## src/rtl/mem_port_arbiter_pkg.sv

```systemverilog
// Shared types for the instruction/data memory port arbiter.
// State, access-width and grant encodings.
package mem_port_arbiter_pkg;

    typedef enum logic [1:0] {
        IDLE,
        ISSUE,
        WAIT,
        RESP
    } state_e;

    typedef enum logic {
        GRANT_INSTR = 1'b0,
        GRANT_DATA  = 1'b1
    } grant_e;

    localparam logic [1:0] WIDTH_BYTE = 2'd0;
    localparam logic [1:0] WIDTH_HALF = 2'd1;
    localparam logic [1:0] WIDTH_WORD = 2'd2;
    localparam logic [1:0] WIDTH_RSVD = 2'd3;

endpackage

```

## src/rtl/mem_port_arbiter_if.sv

```systemverilog
// Bundle of fetch, load/store and RAM-side signals of the arbiter.
// slave = arbiter view, master = requesters plus RAM.
interface mem_port_arbiter_if #(
    parameter int ADDR_W = 32,
    parameter int DATA_W = 32
);

    logic [ADDR_W-1:0] instr_address;
    logic              instr_read;
    logic [DATA_W-1:0] instr_value;
    logic              instr_ready;

    logic [ADDR_W-1:0] data_address;
    logic [1:0]        data_width;
    logic              data_read;
    logic              data_write;
    logic [DATA_W-1:0] data_in;
    logic [DATA_W-1:0] data_out;
    logic              data_ready;
    logic              data_error;

    logic [ADDR_W-1:0] mem_address;
    logic              mem_read;
    logic              mem_write;
    logic [3:0]        mem_byte_en;
    logic [DATA_W-1:0] mem_wdata;
    logic [DATA_W-1:0] mem_rdata;
    logic              mem_ready;

    modport slave (
        input  instr_address,
        input  instr_read,
        output instr_value,
        output instr_ready,
        input  data_address,
        input  data_width,
        input  data_read,
        input  data_write,
        input  data_in,
        output data_out,
        output data_ready,
        output data_error,
        output mem_address,
        output mem_read,
        output mem_write,
        output mem_byte_en,
        output mem_wdata,
        input  mem_rdata,
        input  mem_ready
    );

    modport master (
        output instr_address,
        output instr_read,
        input  instr_value,
        input  instr_ready,
        output data_address,
        output data_width,
        output data_read,
        output data_write,
        output data_in,
        input  data_out,
        input  data_ready,
        input  data_error,
        input  mem_address,
        input  mem_read,
        input  mem_write,
        input  mem_byte_en,
        input  mem_wdata,
        output mem_rdata,
        output mem_ready
    );

endinterface

```

## src/rtl/mem_lane_align.sv

```systemverilog
// Byte-lane steering: store replication, byte enables,
// load shift/zero-extend and misalignment detection.
module mem_lane_align
    import mem_port_arbiter_pkg::*;
(
    input  logic [1:0]  addr_lo_i,
    input  logic [1:0]  width_i,
    input  logic [31:0] wdata_i,
    input  logic [31:0] rdata_i,
    output logic [3:0]  byte_en_o,
    output logic [31:0] wdata_o,
    output logic [31:0] rdata_o,
    output logic        misaligned_o
);

    logic [31:0] rsh;

    always_comb begin
        rsh       = rdata_i >> {addr_lo_i, 3'b000};
        byte_en_o = 4'b0000;
        wdata_o   = wdata_i;
        rdata_o   = rsh;
        case (width_i)
            WIDTH_BYTE: begin
                byte_en_o = 4'b0001 << addr_lo_i;
                wdata_o   = {4{wdata_i[7:0]}};
                rdata_o   = {24'h0, rsh[7:0]};
            end
            WIDTH_HALF: begin
                byte_en_o = 4'b0011 << addr_lo_i;
                wdata_o   = {2{wdata_i[15:0]}};
                rdata_o   = {16'h0, rsh[15:0]};
            end
            WIDTH_WORD: begin
                byte_en_o = 4'b1111;
            end
            default: begin
                byte_en_o = 4'b0000;
            end
        endcase
    end

    assign misaligned_o =
        (width_i == WIDTH_RSVD) |
        ((width_i == WIDTH_HALF) & addr_lo_i[0]) |
        ((width_i == WIDTH_WORD) & (|addr_lo_i));

endmodule

```

## src/rtl/mem_port_arbiter.sv

```systemverilog
// Single-RAM arbiter for fetch and load/store ports, registered outputs.
// Define MEM_ARB_ROUND_ROBIN_EN for round-robin on simultaneous requests.
module mem_port_arbiter
    import mem_port_arbiter_pkg::*;
#(
    parameter int ADDR_W = 32,
    parameter int DATA_W = 32
) (
    input logic              clock,
    input logic              reset,
    mem_port_arbiter_if.slave bus
);

    state_e            state_q, state_d;
    grant_e            grant_q, grant_d;
    logic [ADDR_W-1:0] addr_q, addr_d;
    logic [1:0]        width_q, width_d;
    logic [ADDR_W-1:0] mem_address_q, mem_address_d;
    logic              mem_read_q, mem_read_d;
    logic              mem_write_q, mem_write_d;
    logic [3:0]        be_q, be_d;
    logic [DATA_W-1:0] wdata_q, wdata_d;
    logic [DATA_W-1:0] ivalue_q, ivalue_d;
    logic              iready_q, iready_d;
    logic [DATA_W-1:0] dout_q, dout_d;
    logic              dready_q, dready_d;
    logic              derror_q, derror_d;
`ifdef MEM_ARB_ROUND_ROBIN_EN
    grant_e            last_q, last_d;
`endif

    logic        instr_req;
    logic        data_req;
    logic        pick_data;
    logic [1:0]  al_addr;
    logic [1:0]  al_width;
    logic [3:0]  al_be;
    logic [31:0] al_wdata;
    logic [31:0] al_rdata;
    logic        al_mis;

    assign instr_req = bus.instr_read;
    assign data_req  = bus.data_read | bus.data_write;

`ifdef MEM_ARB_ROUND_ROBIN_EN
    assign pick_data = data_req &
        (~instr_req | (last_q == GRANT_INSTR));
`else
    assign pick_data = data_req;
`endif

    // IDLE steers the live request; later states use the latched copy
    assign al_addr  = (state_q == IDLE) ? bus.data_address[1:0]
                                        : addr_q[1:0];
    assign al_width = (state_q == IDLE) ? bus.data_width : width_q;

    mem_lane_align u_align (
        .addr_lo_i    (al_addr),
        .width_i      (al_width),
        .wdata_i      (bus.data_in),
        .rdata_i      (bus.mem_rdata),
        .byte_en_o    (al_be),
        .wdata_o      (al_wdata),
        .rdata_o      (al_rdata),
        .misaligned_o (al_mis)
    );

    always_comb begin
        state_d       = state_q;
        grant_d       = grant_q;
        addr_d        = addr_q;
        width_d       = width_q;
        mem_address_d = mem_address_q;
        mem_read_d    = 1'b0;
        mem_write_d   = 1'b0;
        be_d          = be_q;
        wdata_d       = wdata_q;
        ivalue_d      = ivalue_q;
        iready_d      = 1'b0;
        dout_d        = dout_q;
        dready_d      = 1'b0;
        derror_d      = 1'b0;
`ifdef MEM_ARB_ROUND_ROBIN_EN
        last_d        = last_q;
`endif
        case (state_q)
            IDLE: begin
                if (pick_data) begin
                    grant_d       = GRANT_DATA;
                    addr_d        = bus.data_address;
                    width_d       = bus.data_width;
                    mem_address_d = {bus.data_address[ADDR_W-1:2], 2'b00};
                    be_d          = al_be;
                    wdata_d       = al_wdata;
                    if (al_mis) begin
                        state_d  = RESP;
                        derror_d = 1'b1;
                    end else begin
                        state_d     = ISSUE;
                        mem_write_d = bus.data_write;
                        mem_read_d  = ~bus.data_write;
                    end
                end else if (instr_req) begin
                    grant_d       = GRANT_INSTR;
                    addr_d        = bus.instr_address;
                    width_d       = WIDTH_WORD;
                    mem_address_d = {bus.instr_address[ADDR_W-1:2], 2'b00};
                    state_d       = ISSUE;
                    mem_read_d    = 1'b1;
                end
`ifdef MEM_ARB_ROUND_ROBIN_EN
                if (instr_req | data_req) begin
                    last_d = grant_d;
                end
`endif
            end
            ISSUE: begin
                if (mem_write_q) begin
                    state_d  = RESP;
                    dready_d = 1'b1;
                end else begin
                    state_d = WAIT;
                end
            end
            WAIT: begin
                if (bus.mem_ready) begin
                    state_d = RESP;
                    if (grant_q == GRANT_INSTR) begin
                        ivalue_d = bus.mem_rdata;
                        iready_d = 1'b1;
                    end else begin
                        dout_d   = al_rdata;
                        dready_d = 1'b1;
                    end
                end
            end
            RESP: begin
                state_d = IDLE;
            end
            default: begin
                state_d = IDLE;
            end
        endcase
    end

    always_ff @(posedge clock) begin
        if (reset) begin
            state_q       <= IDLE;
            grant_q       <= GRANT_INSTR;
            addr_q        <= '0;
            width_q       <= WIDTH_BYTE;
            mem_address_q <= '0;
            mem_read_q    <= 1'b0;
            mem_write_q   <= 1'b0;
            be_q          <= 4'b0000;
            wdata_q       <= '0;
            ivalue_q      <= '0;
            iready_q      <= 1'b0;
            dout_q        <= '0;
            dready_q      <= 1'b0;
            derror_q      <= 1'b0;
`ifdef MEM_ARB_ROUND_ROBIN_EN
            last_q        <= GRANT_INSTR;
`endif
        end else begin
            state_q       <= state_d;
            grant_q       <= grant_d;
            addr_q        <= addr_d;
            width_q       <= width_d;
            mem_address_q <= mem_address_d;
            mem_read_q    <= mem_read_d;
            mem_write_q   <= mem_write_d;
            be_q          <= be_d;
            wdata_q       <= wdata_d;
            ivalue_q      <= ivalue_d;
            iready_q      <= iready_d;
            dout_q        <= dout_d;
            dready_q      <= dready_d;
            derror_q      <= derror_d;
`ifdef MEM_ARB_ROUND_ROBIN_EN
            last_q        <= last_d;
`endif
        end
    end

    assign bus.instr_value = ivalue_q;
    assign bus.instr_ready = iready_q;
    assign bus.data_out    = dout_q;
    assign bus.data_ready  = dready_q;
    assign bus.data_error  = derror_q;
    assign bus.mem_address = mem_address_q;
    assign bus.mem_read    = mem_read_q;
    assign bus.mem_write   = mem_write_q;
    assign bus.mem_byte_en = be_q;
    assign bus.mem_wdata   = wdata_q;

endmodule

```

## src/flat_wrapper.sv

```systemverilog
// flat-port wrapper written by rule: the top's interface ports become plain ports
module mem_port_arbiter_flat import mem_port_arbiter_pkg::*;
#(
    parameter int ADDR_W = 32,
    parameter int DATA_W = 32
)
  (clock, reset, bus_instr_address, bus_instr_read, bus_instr_value, bus_instr_ready, bus_data_address, bus_data_width, bus_data_read, bus_data_write, bus_data_in, bus_data_out, bus_data_ready, bus_data_error, bus_mem_address, bus_mem_read, bus_mem_write, bus_mem_byte_en, bus_mem_wdata, bus_mem_rdata, bus_mem_ready);
  mem_port_arbiter_if #(.ADDR_W(ADDR_W), .DATA_W(DATA_W)) bus_i ();
  input logic clock;
  input logic reset;
  input wire logic [$bits(bus_i.instr_address)-1:0] bus_instr_address;
  input wire logic [$bits(bus_i.instr_read)-1:0] bus_instr_read;
  output wire logic [$bits(bus_i.instr_value)-1:0] bus_instr_value;
  output wire logic [$bits(bus_i.instr_ready)-1:0] bus_instr_ready;
  input wire logic [$bits(bus_i.data_address)-1:0] bus_data_address;
  input wire logic [$bits(bus_i.data_width)-1:0] bus_data_width;
  input wire logic [$bits(bus_i.data_read)-1:0] bus_data_read;
  input wire logic [$bits(bus_i.data_write)-1:0] bus_data_write;
  input wire logic [$bits(bus_i.data_in)-1:0] bus_data_in;
  output wire logic [$bits(bus_i.data_out)-1:0] bus_data_out;
  output wire logic [$bits(bus_i.data_ready)-1:0] bus_data_ready;
  output wire logic [$bits(bus_i.data_error)-1:0] bus_data_error;
  output wire logic [$bits(bus_i.mem_address)-1:0] bus_mem_address;
  output wire logic [$bits(bus_i.mem_read)-1:0] bus_mem_read;
  output wire logic [$bits(bus_i.mem_write)-1:0] bus_mem_write;
  output wire logic [$bits(bus_i.mem_byte_en)-1:0] bus_mem_byte_en;
  output wire logic [$bits(bus_i.mem_wdata)-1:0] bus_mem_wdata;
  input wire logic [$bits(bus_i.mem_rdata)-1:0] bus_mem_rdata;
  input wire logic [$bits(bus_i.mem_ready)-1:0] bus_mem_ready;
  assign bus_i.instr_address = bus_instr_address;
  assign bus_i.instr_read = bus_instr_read;
  assign bus_instr_value = bus_i.instr_value;
  assign bus_instr_ready = bus_i.instr_ready;
  assign bus_i.data_address = bus_data_address;
  assign bus_i.data_width = bus_data_width;
  assign bus_i.data_read = bus_data_read;
  assign bus_i.data_write = bus_data_write;
  assign bus_i.data_in = bus_data_in;
  assign bus_data_out = bus_i.data_out;
  assign bus_data_ready = bus_i.data_ready;
  assign bus_data_error = bus_i.data_error;
  assign bus_mem_address = bus_i.mem_address;
  assign bus_mem_read = bus_i.mem_read;
  assign bus_mem_write = bus_i.mem_write;
  assign bus_mem_byte_en = bus_i.mem_byte_en;
  assign bus_mem_wdata = bus_i.mem_wdata;
  assign bus_i.mem_rdata = bus_mem_rdata;
  assign bus_i.mem_ready = bus_mem_ready;
  mem_port_arbiter #(.ADDR_W(ADDR_W), .DATA_W(DATA_W)) u_core (.clock(clock), .reset(reset), .bus(bus_i));
endmodule
```

## config.mk

```make
export PLATFORM = sky130hd
export DESIGN_NAME = mem_port_arbiter_flat
export DESIGN_NICKNAME = d
export VERILOG_FILES = /design/src/rtl/mem_port_arbiter_pkg.sv /design/src/rtl/mem_port_arbiter_if.sv /design/src/rtl/mem_lane_align.sv /design/src/rtl/mem_port_arbiter.sv /design/src/flat_wrapper.sv
export SDC_FILE = /design/constraint.sdc
export NUM_CORES = 1
export LEC_CHECK = 0
export CAP_MARGIN = 20
export CORE_AREA = 2 2 99 173
export CTS_CLUSTER_SIZE = 25
export DETAILED_ROUTE_END_ITERATION = 10
export DIE_AREA = 0 0 101 175
export PLACE_DENSITY_LB_ADDON = 0.12
export SETUP_SLACK_MARGIN = 0.3
export SLEW_MARGIN = 20
export SYNTH_ARGS = -nofsm -noshare
export SYNTH_HDL_FRONTEND = slang
export SYNTH_HIERARCHICAL = 1
export SYNTH_SLANG_ARGS = --single-unit
```

## constraint.sdc

```tcl
create_clock -name clock -period 3.86 [get_ports clock]
set_input_delay 1.158 -clock clock [delete_from_list [all_inputs] [get_ports clock]]
set_output_delay 1.158 -clock clock [all_outputs]
set_load 0.02 [all_outputs]
```

# ---- Yosys cells after proc, flatten, opt, wreduce, memory -nomap -nowiden
# Index checks and enable logic that the tools add are counted.
dict set report classes {
  n_eq_ne 8
  n_shift 3
  muxes 28
  n_bitwise 11
  reduce_logical 13
}
# cell count
set ops {}
lappend ops {{32-bit one-hot mux with 2 select lines} 2}
lappend ops {{32-bit 2-to-1 mux} 2}
lappend ops {{32-bit by 5-bit >> shifter with 32-bit output} 1}
lappend ops {{2-bit 2-to-1 mux} 10}
lappend ops {{4-bit one-hot mux with 3 select lines} 1}
lappend ops {{1-bit 2-to-1 mux} 11}
lappend ops {{2-bit equality test, second input constant} 4}
lappend ops {{2-bit one-hot mux with 4 select lines} 1}
lappend ops {{1-bit inverter} 6}
lappend ops {{2-bit AND reduction} 3}
lappend ops {{3-bit AND reduction} 2}
lappend ops {{3-bit OR reduction} 2}
lappend ops {{2-bit by 1-bit equality test with 1-bit output, second input constant} 2}
lappend ops {{2-bit zero test} 2}
lappend ops {{2-bit OR reduction} 2}
lappend ops {{4-bit OR reduction} 1}
lappend ops {{1-bit by 2-bit left shift with 4-bit output, first input constant} 1}
lappend ops {{2-bit by 2-bit left shift with 4-bit output, first input constant} 1}
lappend ops {{3-bit by 2-bit inequality test with 1-bit output, second input constant} 1}
lappend ops {{1-bit bitwise OR} 3}
lappend ops {{1-bit bitwise AND} 2}
lappend ops {{2-bit inequality test, second input constant} 1}
lappend ops {{1-bit one-hot mux with 2 select lines} 1}
lappend ops {{2-bit nonzero test} 1}
dict set report totals {
  reg_bits 144
  inputBits 136
  output_inout_bits 137
  word_cells 77
}

# ---- Depth between registers and ports, before layout
# Gate-level depths: netlist of run 1.
dict set report logic_depth {
  word_depth 9
  mapped_depth 11
  depth_no_buf 8
}

# ---- Hierarchy
# Netlist of run 1, hierarchy kept.
# mod n_inst cells_per_inst area_per_inst_um2
set modules_own_cells {}
lappend modules_own_cells {mem_port_arbiter 1 675 5388.9}
lappend modules_own_cells {mem_lane_align 1 160 1173.6}

# ---- Least setup slack after synthesis of run 1
# OpenSTA, ideal clock, no wires.
dict set report synth_path {
  path_type {input port to flip-flop}
  start {input bus_data_address[0]}
  end {register u_core.state_q[1]}
  t_arrival_ns 2.356
  required_ns 3.727
  path_slack_ns 1.371
  path_stages 8
  n_path_buf 2
  path_cell_list {mux2_2 buf_6 buf_8 o21a_1 o22a_1 nand2_1 a2bb2oi_1 a311oi_1}
}
dict set report synth_via {
  elab_chain_cells 7
  elab_cells_between_ends 9
  classes_between {mux (4); bitwise (4); reduce/logical (1)}
}
# element line
set synth_rtl {}
lappend synth_rtl {{start: declaration} flat_wrapper.sv:15} ;# input wire logic [$bits(bus_i.data_address)-1:0] bus_data_address;
lappend synth_rtl {{2-bit 2-to-1 mux *} mem_port_arbiter.sv:53} ;# assign al_addr = (state_q == IDLE) ? bus.data_address[1:0]
lappend synth_rtl {{1-bit bitwise AND or 2-bit OR reduction (tied branches)} {mem_lane_align.sv:45, mem_lane_align.sv:46}}
lappend synth_rtl {{1-bit bitwise OR or 1-bit bitwise AND (tied branches)} {mem_lane_align.sv:44, mem_lane_align.sv:46}}
lappend synth_rtl {{1-bit bitwise OR *} mem_lane_align.sv:45} ;# ((width_i == WIDTH_HALF) & addr_lo_i[0]) |
lappend synth_rtl {{named net u_core.al_mis} mem_port_arbiter.sv:40} ;# logic al_mis;
lappend synth_rtl {{2-bit 2-to-1 mux *} mem_port_arbiter.sv:95} ;# if (al_mis) begin
lappend synth_rtl {{2-bit 2-to-1 mux *} mem_port_arbiter.sv:88} ;# if (pick_data) begin
lappend synth_rtl {{2-bit one-hot mux with 4 select lines *} mem_port_arbiter.sv:86} ;# case (state_q)
lappend synth_rtl {{end signal: assignment} mem_port_arbiter.sv:166} ;# state_q <= state_d;
lappend synth_rtl {{end: declaration} mem_port_arbiter.sv:14} ;# state_e state_q, state_d;
# Mark *: on every way through the listed nets, which the timed path passes. The rest lies on a longest branch.
# A chain may end at the register's enable or synchronous reset.

# ---- Worst setup path after layout of run 1
dict set report layout_path {
  start {input bus_data_width[1]}
  end {register u_core.dout_q[26] (netlist: u_core/bus.data_out[26])}
}
dict set report layout_via {
  elab_chain_cells 3
  elab_cells_between_ends 4
  classes_between {eq/ne (1); mux (2); reduce/logical (1)}
}
# element line
set layout_rtl {}
lappend layout_rtl {{start: declaration} flat_wrapper.sv:16} ;# input wire logic [$bits(bus_i.data_width)-1:0] bus_data_width;
lappend layout_rtl {{2-bit 2-to-1 mux *} mem_port_arbiter.sv:55} ;# assign al_width = (state_q == IDLE) ? bus.data_width : width_q;
lappend layout_rtl {{named net u_core.al_width[1]} mem_port_arbiter.sv:36} ;# logic [1:0] al_width;
lappend layout_rtl {{2-bit by 1-bit equality test with 1-bit output or 2-bit zero test (tied branches)} mem_lane_align.sv:23} ;# case (width_i)
lappend layout_rtl {{32-bit one-hot mux with 2 select lines *} mem_lane_align.sv:23}
lappend layout_rtl {{named net u_core.al_rdata[26]} mem_port_arbiter.sv:39} ;# logic [31:0] al_rdata;
lappend layout_rtl {{end signal: assignment} mem_port_arbiter.sv:177} ;# dout_q <= dout_d;
lappend layout_rtl {{end: declaration} mem_port_arbiter.sv:25} ;# logic [DATA_W-1:0] dout_q, dout_d;
# Marks and branches as above.

==> flow_summary.ini, run 1 <==
[drt]
dr_wl_met3_um = 1464
topRoutingLayerUsed = met4
routed_wl_um = 22320
m1WireLength_um = 7845
first_pass_iters = 5
route.met2.wl_um = 12170
avgRoutedWirePerCell_um = 17.70
drt-initial-drc-count = 282
via_count = 6606
viasPerCell = 5.239
antenna_left = 0
drcViolationCount = 0

[sta]
finalCritPeriodShare_pct = 76.54
finalHoldViolations = 0
worst_pin_slew_ns = 1.036
relSlewSlack_pct = 30.96
fmax_ghz = 0.3385
worst_clock_skew_ns = 0.01657
rsz0062_at_grt = false
maxSlewViolCount = 0
finalSetupViolCount = 0
min_period_ns = 2.954
fin_tns_setup_ns = 0

[cells_and_area]
finalNonFillerCells = 1261
area_growth_syn_to_layout_pct = 49.65
drive_gt1_share_pct = 7.109
fin_util_pct = 60.28
n_antenna_cell = 0
fin_nets = 1197

[synth]
async_flop_share_pct = 0
post-synth-top-count-cell = nand2_1
ys.flop_type = dfxtp_1
synthCells = 835
synthTopCellsByCount = 250 x nand2_1, 142 x dfxtp_1, 112 x a21oi_1
synth_edf_count = 0
syn_area_mm2 = 0.006563
yosysWarnings = 6
ys_ff_latch = 142
synth_top_cell_area_share_pct = 43.32
syn_avg_cell_area_um2 = 7.859
ys_types = 47
synth.largest_area_cell = dfxtp_1
synth_sequential_area_ratio_pct = 43.32
ys_top_cells_by_area = dfxtp_1 43%, nand2_1 14%, a21oi_1 8.5%

[pwr]
power.leakage_uw = 0.003508
cellPowerDensity_mw_per_mm2 = 673.8
ir_worst_vdd_uv = 360.4

[hold_path]
worstHoldStart = u_core/bus.instr_value[31]
hold_end = u_core/bus.instr_value[31]
holdPathStages = 2
min_path_type = flop to flop

[clock_network]
cts_root_buf = clkbuf_16
cts_buffer_depth = 2
clkTransAtPathRegs_ns = 0.06
cts_made_buffers = 17
cts_tree = done
cts_hold_buf = 0
ctsResizeCount = 0
clk-insertion-delay-late_ns = 0.42
post-cts-setup-buffers = 0
cts.sinks = 142
h-tree-depth = 4

[placement]
dp.cells = 1229
io_buffers = 270
gp_congestion = 0.8517
place_hpwl_um = 15800

[floorplanning]
rows = 62
die_area_mm2 = 0.01768
start_util_pct = 40.28
die_w_um = 101
die_y_um = 175
ios = 273
core_area_mm2 = 0.01629

[grt]
grt_usage_pct = 25.04
grt_start_max_net_pins = 92
grt_remaining_overflow = 0
grt_pass1_wl_um = 34110
antenna_found_initial = 0
grt_pass1_vias = 6497

[setup_path]
crit_chain = clkdlybuf4s50_1 -> mux2_2 -> nand2b_1 -> nor2_4 -> and2_1 -> nand2_1 -> a21oi_1
cp.depth = 7
cpPeakStageDelay_ns = 0.66
crit_fanout = 34
timing.rr.end = u_core/bus.data_out[26]
start_kind = input pin
path_buf_inv = 1
crit_required_ns = 4.20
rrSetupSlack_ns = 1.15
r2r_cells = 8
crit_family = simple AND/OR/NAND/NOR gates
critPathCaptureType = flop
arrival_ns = 3.29
slowest_stage = mux2_2
path_class = input pin to flop
worstReg2RegStart = u_core/state_q[0]

[job]
maxCapViolCount = 0

[run_status]
run_status = finished, final reports clean
state kept, by name, summed over array words and instances, names as in the netlist:
| signal | count |
|---|---|
| u_core/addr_q | 2 |
| u_core/bus.data_error | 1 |
| u_core/bus.data_out | 32 |
| u_core/bus.data_ready | 1 |
| u_core/bus.instr_ready | 1 |
| u_core/bus.instr_value | 32 |
| u_core/bus.mem_address | 30 |
| u_core/bus.mem_byte_en | 4 |
| u_core/bus.mem_read | 1 |
| u_core/bus.mem_wdata | 32 |
| u_core/bus.mem_write | 1 |
| u_core/grant_q | 1 |
| u_core/state_q | 2 |
| u_core/width_q | 2 |
cells by family after synthesis:
| family | after synthesis | synth area share (%) |
|---|---|---|
| adders and majority gates | 5 | 0.9533 |
| and+or+nand+nor | 336 | 21.30 |
| AOI/OAI and AO/OA | 225 | 20.71 |
| other | 1 | 0.05714 |
| DFF | 142 | 43.32 |
| muxes | 38 | 6.292 |
| buffers and inverters | 88 | 7.378 |
power by group:
group          total [µW]  switching, µW  internal (µW)
clock network        1770            662           1100
registers            1970            174           1800
logic                2880           1650           1230
metrics by stage:
stage / hold WS [ns] / setup slack (ns) / area (µm²) / power (µW)
CTS: 0.4536 / 0.9410 / 9821 / 6660
global route: 0.4643 / 0.6769 / 9821 / 6966
detailed placement: 0.4453 / 0.4899 / 9193 / 4873
finish: 0.4513 / 0.9057 / 9821 / 6617
floorplan: 0.4615 / 1.371 / 6566 / 3826
global placement: 0.4408 / 0.5210 / 9193 / 4859
routing by layer:
layer / vias up / track usage, %
li1: 3262 / -
met1: 3071 / 25.61
met2: 232 / 46.58
met3: 41 / 6.120
met4: 0 / 11.49
met5: - / 0
worst min-delay path, stage by stage (launching register included):
cell	delay, ns
dfxtp_1	0.31
nand2_1	0.05
a21oi_1	0.05
area by class of cell:
type | count | area, µm²
fillers | 1507 | 6470
multi-input cells | 606 | 3244
repair buffers | 285 | 2850
flip-flops and latches | 142 | 2843
clock buffers | 19 | 442.9
well taps | 192 | 240.2
clock inverters | 13 | 185.2
inverters | 4 | 15.01
worst max path at each step:
stage / startpoint / to / slack [ns]
after detailed placement: bus_data_width[1] / u_core/bus.data_out[31] / 0.49
after floorplan: bus_data_address[0] / u_core/state_q[1] / 1.37
final: bus_data_width[1] / u_core/bus.data_out[26] / 0.91
after global routing: bus_data_width[1] / u_core/bus.data_out[31] / 0.68
after global placement: bus_data_width[1] / u_core/bus.data_out[31] / 0.52
after CTS: bus_data_width[1] / u_core/bus.data_out[31] / 0.94
cell usage in the layout (no fill, tap or decap), types with 2 or more instances in the layout:
cell / count
a211oi_1: 23
a21oi_1: 112
a22oi_1: 2
a311oi_1: 33
and2_1: 8
buf_12: 3
buf_4: 13
bufinv_16: 4
clkbuf_16: 17
clkdlybuf4s50_1: 269
clkinv_2: 3
clkinvlp_4: 2
conb_1: 2
dfxtp_1: 142
ha_1: 5
inv_1: 3
inv_6: 3
mux2_2: 18
mux2_4: 2
mux2i_1: 18
nand2_1: 250
nand2b_1: 4
nand3b_1: 2
nor2_1: 45
nor2b_1: 17
o21a_1: 2
o21ai_0: 41
o31ai_1: 2
(Power assumes the default switching activity.)
==> run 2, diff against run 1 <==
CORE_AREA = 2 2 102 177   (was 2 2 99 173)
DIE_AREA = 0 0 104 179   (was 0 0 101 175)
clock period = 2.4 ns   (was 3.86 ns; I/O delays follow)
==> flow_summary.ini, run 2 (synthesis gave the netlist of run 1 again) <==
[setup_path]
slowest_stage = clkdlybuf4s50_1
start_kind = flop
cpPeakStageDelay_ns = 0.65
crit_family = buffers and inverters
crit_chain = clkdlybuf4s50_1
path_buf_inv = 1
crit_required_ns = 1.68
arrival_ns = 1.36
critPathCaptureType = output port
crit_fanout = 1
path_class = flop to output port

[floorplanning]
die_area_mm2 = 0.01862
die_w_um = 104
die_y_um = 179
ios = 273
start_util_pct = 37.94
rows = 64
core_area_mm2 = 0.01730

[cells_and_area]
fin_util_pct = 59.36
n_antenna_cell = 0
drive_gt1_share_pct = 10.79
area_growth_syn_to_layout_pct = 56.45
final_common_cell = nand2_1
finalNonFillerCells = 1334
fin_nets = 1231
final_cell_mix = 250 x nand2_1, 145 x clkdlybuf4s50_1, 141 x dfxtp_1
n_fill_cell = 1636

[drt]
avgRoutedWirePerCell_um = 17.25
first_pass_iters = 4
antenna_left = 0
via_count = 6704
viasPerCell = 5.025
routed_wl_um = 23010
drt-initial-drc-count = 214
drcViolationCount = 0

[run_status]
run_status = finished, final reports clean

[sta]
maxSlewViolCount = 0
finalCritPeriodShare_pct = 86.73
rsz0062_at_grt = true
finalHoldViolations = 0
worst_clock_skew_ns = 0.01009
relSlewSlack_pct = 59.14
min_period_ns = 2.082
finalSetupViolCount = 0
fmax_ghz = 0.4804
worst_pin_slew_ns = 0.6078

[grt]
grt_start_max_net_pins = 53
grt_pass1_vias = 6502
met2_usage_pct = 45.39
grtUsageMet1_pct = 23.89
antenna_found_initial = 0
grt_pass1_wl_um = 34820
grt_use_met3_pct = 5.852
grt_remaining_overflow = 0
grt.busiest_layer = met2
grt_usage_pct = 24.05

[clock_network]
cts_hold_buf = 0
clkTransAtPathRegs_ns = 0.06
cts_tree = done
h-tree-depth = 4
cts_root_buf = clkbuf_16
cts_buffer_depth = 2
clk-insertion-delay-late_ns = 0.42
cts.sinks = 142
cts_made_buffers = 17

[job]
maxCapViolCount = 0

[placement]
place_hpwl_um = 16770
io_buffers = 270
dp.cells = 1297
gp_congestion = 0.8557

[pwr]
ir_worst_vdd_uv = 542.8
cellPowerDensity_mw_per_mm2 = 1031
power.leakage_uw = 0.004851

[hold_path]
min_path_type = flop to flop
==> run 2: changes by cell type in the layout (fill, tap and decap cells not counted), moves of 2 or more <==
cell             delta
clkinv_4            +2
buf_4              +23
clkinvlp_4          +2
bufinv_16           -4
inv_2               +2
dlygate4sd2_1      +73
dlymetal6s2s_1     +51
buf_12              +9
inv_1               -2
clkinv_2            -3
clkdlybuf4s50_1   -124
==> run 2: repair_timing <==
action / in CTS / in global routing
gates cloned: 0 / 1
setup endpoints to repair: 114 / 81
hold endpoints to repair: 0 / 0
gates resized for setup: 76 / 59
setup buffers: 2 / 2
pin swaps: 1 / 6
==> run 2: path summary, 6_finish.rpt <==
path	start	end	slack [ns]	cells after the start
max	u_core/bus.mem_read	bus_mem_read	0.32	1
min	u_core/bus.mem_wdata[29]	u_core/bus.mem_wdata[29]	0.45	2
max reg2reg	u_core/state_q[0]	u_core/state_q[1]	0.40	9
min reg2reg	u_core/bus.mem_wdata[29]	u_core/bus.mem_wdata[29]	0.45	2
==> run 2: layout make-up <==
class / count / area [µm²] / area share [%]
flip-flops and latches: 142 / 2844 / 27.70
well taps: 231 / 289.0 / 2.815
inverters: 4 / 15.01 / 0.1462
clock buffers: 20 / 456.7 / 4.448
multi-input cells: 606 / 3284 / 31.99
clock inverters: 12 / 102.6 / 0.9993
repair buffers: 319 / 3276 / 31.90
==> run 2: through the flow <==
| step | setup TNS, ns | instance area (µm²) | hold WS [ns] | setup slack [ns] | power (µW) |
|---|---|---|---|---|---|
| 5_1_grt | 0 | 10270 | 0.4707 | 0.2620 | 11210 |
| 3_5_place_dp | -0.4004 | 9573 | 0.4453 | -0.1401 | 8181 |
| 2_1_floorplan | 0 | 6570 | 0.4615 | 0.3080 | 6163 |
| 4_1_cts | 0 | 10070 | 0.4523 | 0.2993 | 10580 |
| 3_3_place_gp | -0.09754 | 9573 | 0.4406 | -0.04534 | 8147 |
| 6_report | 0 | 10270 | 0.4494 | 0.3184 | 10590 |
==> run 2: routing by layer <==
metal | vias up | wire length (µm)
met5 | - | 0
met4 | 0 | 1175
met3 | 57 | 1299
met2 | 245 | 12450
met1 | 3069 | 8088
li1 | 3333 | -
==> run 2: power by group <==
part	internal, µW	switching [µW]	total [µW]
Combinational	2200	2730	4930
Sequential	2890	260	3150
Clock	1400	1110	2510
Total	6490	4100	10600
==> run 3, diff against run 2 <==
CORE_AREA = 2 2 99 173   (was 2 2 102 177)
DIE_AREA = 0 0 101 175   (was 0 0 104 179)
REMOVE_ABC_BUFFERS = 1   (was unset)
clock period = 2.2 ns   (was 2.4 ns; I/O delays follow)
==> flow_summary.ini, run 3 (synthesis gave the netlist of run 1 again) <==
[placement]
place_hpwl_um = 14330
gp_congestion = 0.7932
dp.cells = 1255
preCtsSetupSlack_ns = -0.1324
io_buffers = 270

[drt]
drcViolationCount = 0
via_count = 6613
antenna_left = 0
drt-initial-drc-count = 242
viasPerCell = 5.122
routed_wl_um = 20670
avgRoutedWirePerCell_um = 16.01
first_pass_iters = 5

[cells_and_area]
final_common_cell = nand2_1
n_antenna_cell = 0
area_growth_syn_to_layout_pct = 55.84
final_cell_mix = 250 x nand2_1, 141 x dfxtp_1, 135 x dlygate4sd2_1
fin_nets = 1228
n_fill_cell = 1494
drive_gt1_share_pct = 12.10
finalNonFillerCells = 1291

[sta]
setup_slack_ns = 0.3304
fmax_ghz = 0.5349
min_period_ns = 1.870
worst_pin_slew_ns = 0.5007
worst_clock_skew_ns = 0.009390
rsz0062_at_grt = true
maxSlewViolCount = 0
finalCritPeriodShare_pct = 84.98
finalSetupViolCount = 0
relSlewSlack_pct = 66.33
finalHoldViolations = 0

[pwr]
cellPowerDensity_mw_per_mm2 = 1175
power_uw = 12020
ir_worst_vdd_uv = 680.4
power.leakage_uw = 0.004333

[clock_network]
clk-insertion-delay-late_ns = 0.41
h-tree-depth = 4
cts_made_buffers = 17
clkTransAtPathRegs_ns = 0.06
cts.sinks = 142
cts_root_buf = clkbuf_16
cts_buffer_depth = 2
cts_tree = done
cts_hold_buf = 0

[setup_path]
r2r_cells = 8
arrival_ns = 2.15
start_kind = flop
worstReg2RegStart = u_core/state_q[0]
crit_fanout = 6
cp-startpoint = u_core/state_q[0]
rrSetupSlack_ns = 0.33
timing.rr.end = u_core/state_q[1]
crit_end = u_core/state_q[1]
critPathCaptureType = flop
crit_required_ns = 2.48
path_class = flop to flop

[floorplanning]
core_area_mm2 = 0.01629
die_w_um = 101
die_area_mm2 = 0.01768
rows = 62
die_y_um = 175
start_util_pct = 40.28
ios = 273

[grt]
grt_pass1_vias = 6522
grt_pass1_wl_um = 32900
grt_remaining_overflow = 0
antenna_found_initial = 0
grt_usage_pct = 23.23
grt_start_max_net_pins = 51

[run_status]
run_status = finished, final reports clean

[hold_path]
min_path_type = flop to flop

[job]
maxCapViolCount = 0
## run 3: changes by cell type in the layout (fill, tap and decap cells not counted), moves of 5 or more
| cell | previous run | this run |
|---|---|---|
| a21oi_1 | 111 | 106 |
| a211oi_1 | 22 | 13 |
| buf_4 | 36 | 28 |
| dlygate4sd2_1 | 73 | 135 |
| clkdlybuf4s50_1 | 145 | 133 |
| a211oi_2 | 2 | 11 |
| a21oi_2 | 2 | 7 |
| dlymetal6s2s_1 | 51 | 1 |
| bufinv_16 | 0 | 5 |
## run 3: layer usage
layer	track usage [%]	vias up	share of wire (%)
met4	8.333	0	2.5
li1	-	3332	-
met2	42.25	205	53
met3	6.840	34	6.3
met1	24.94	3042	38
met5	0	-	0
## run 3: stage by stage
step                instance area (µm²)  hold slack, ns  setup TNS, ns  util, %
floorplan                          6097          0.4615         -10.11        -
global placement                   9513          0.4409         -2.202    58.39
finish                            10230          0.4491              0    62.78
detailed placement                 9513          0.4457         -3.046    58.39
global route                      10230          0.4709              0    62.78
CTS                               10010          0.4513              0    61.44
## run 3: worst min-delay path by stage
stage / from / to / slack [ns] / depth (start not counted)
floorplan: u_core/width_q[0] / u_core/width_q[0] / 0.46 / 2
global placement: u_core/bus.instr_value[29] / u_core/bus.instr_value[29] / 0.44 / 2
detailed placement: u_core/bus.mem_wdata[27] / u_core/bus.mem_wdata[27] / 0.45 / 2
CTS: u_core/bus.mem_wdata[27] / u_core/bus.mem_wdata[27] / 0.45 / 2
global route: u_core/bus.mem_byte_en[1] / u_core/bus.mem_byte_en[1] / 0.47 / 2
finish: u_core/bus.instr_value[30] / u_core/bus.instr_value[30] / 0.45 / 2
## run 3: timing repair
action,4_1_cts,5_1_grt
resized for setup,142,35
pin swaps,1,15
endpoints found under the setup margin,199,41
setup buffers,0,3
cloned,0,2
## run 3: critical path, cell delays in order (launching register included)
cell       delay [ns]
dfxtp_2          0.33
inv_2            0.07
ha_4             0.20
mux2_2           0.42
buf_4            0.17
o22a_1           0.23
nand2_1          0.08
a2bb2oi_1        0.15
a311oi_1         0.10
## run 3: cell type report
cell class	count	area [µm²]	area share, %
clock buffers	18	429.2	4.196
flip-flops and latches	142	2844	27.81
well taps	192	240.2	2.349
multi-input cells	606	3390	33.14
repair buffers	316	3092	30.23
clock inverters	13	212.7	2.080
inverters	4	20.02	0.1957
## run 3: power by group
group / leakage (µW) / internal, µW / total (µW) / switching (µW)
sequential: 0.00116 / 3150 / 3420 / 268
clock: 0.000303 / 2020 / 3190 / 1170
combinational: 0.00287 / 2400 / 5420 / 3020
total: 0.00433 / 7570 / 12000 / 4460
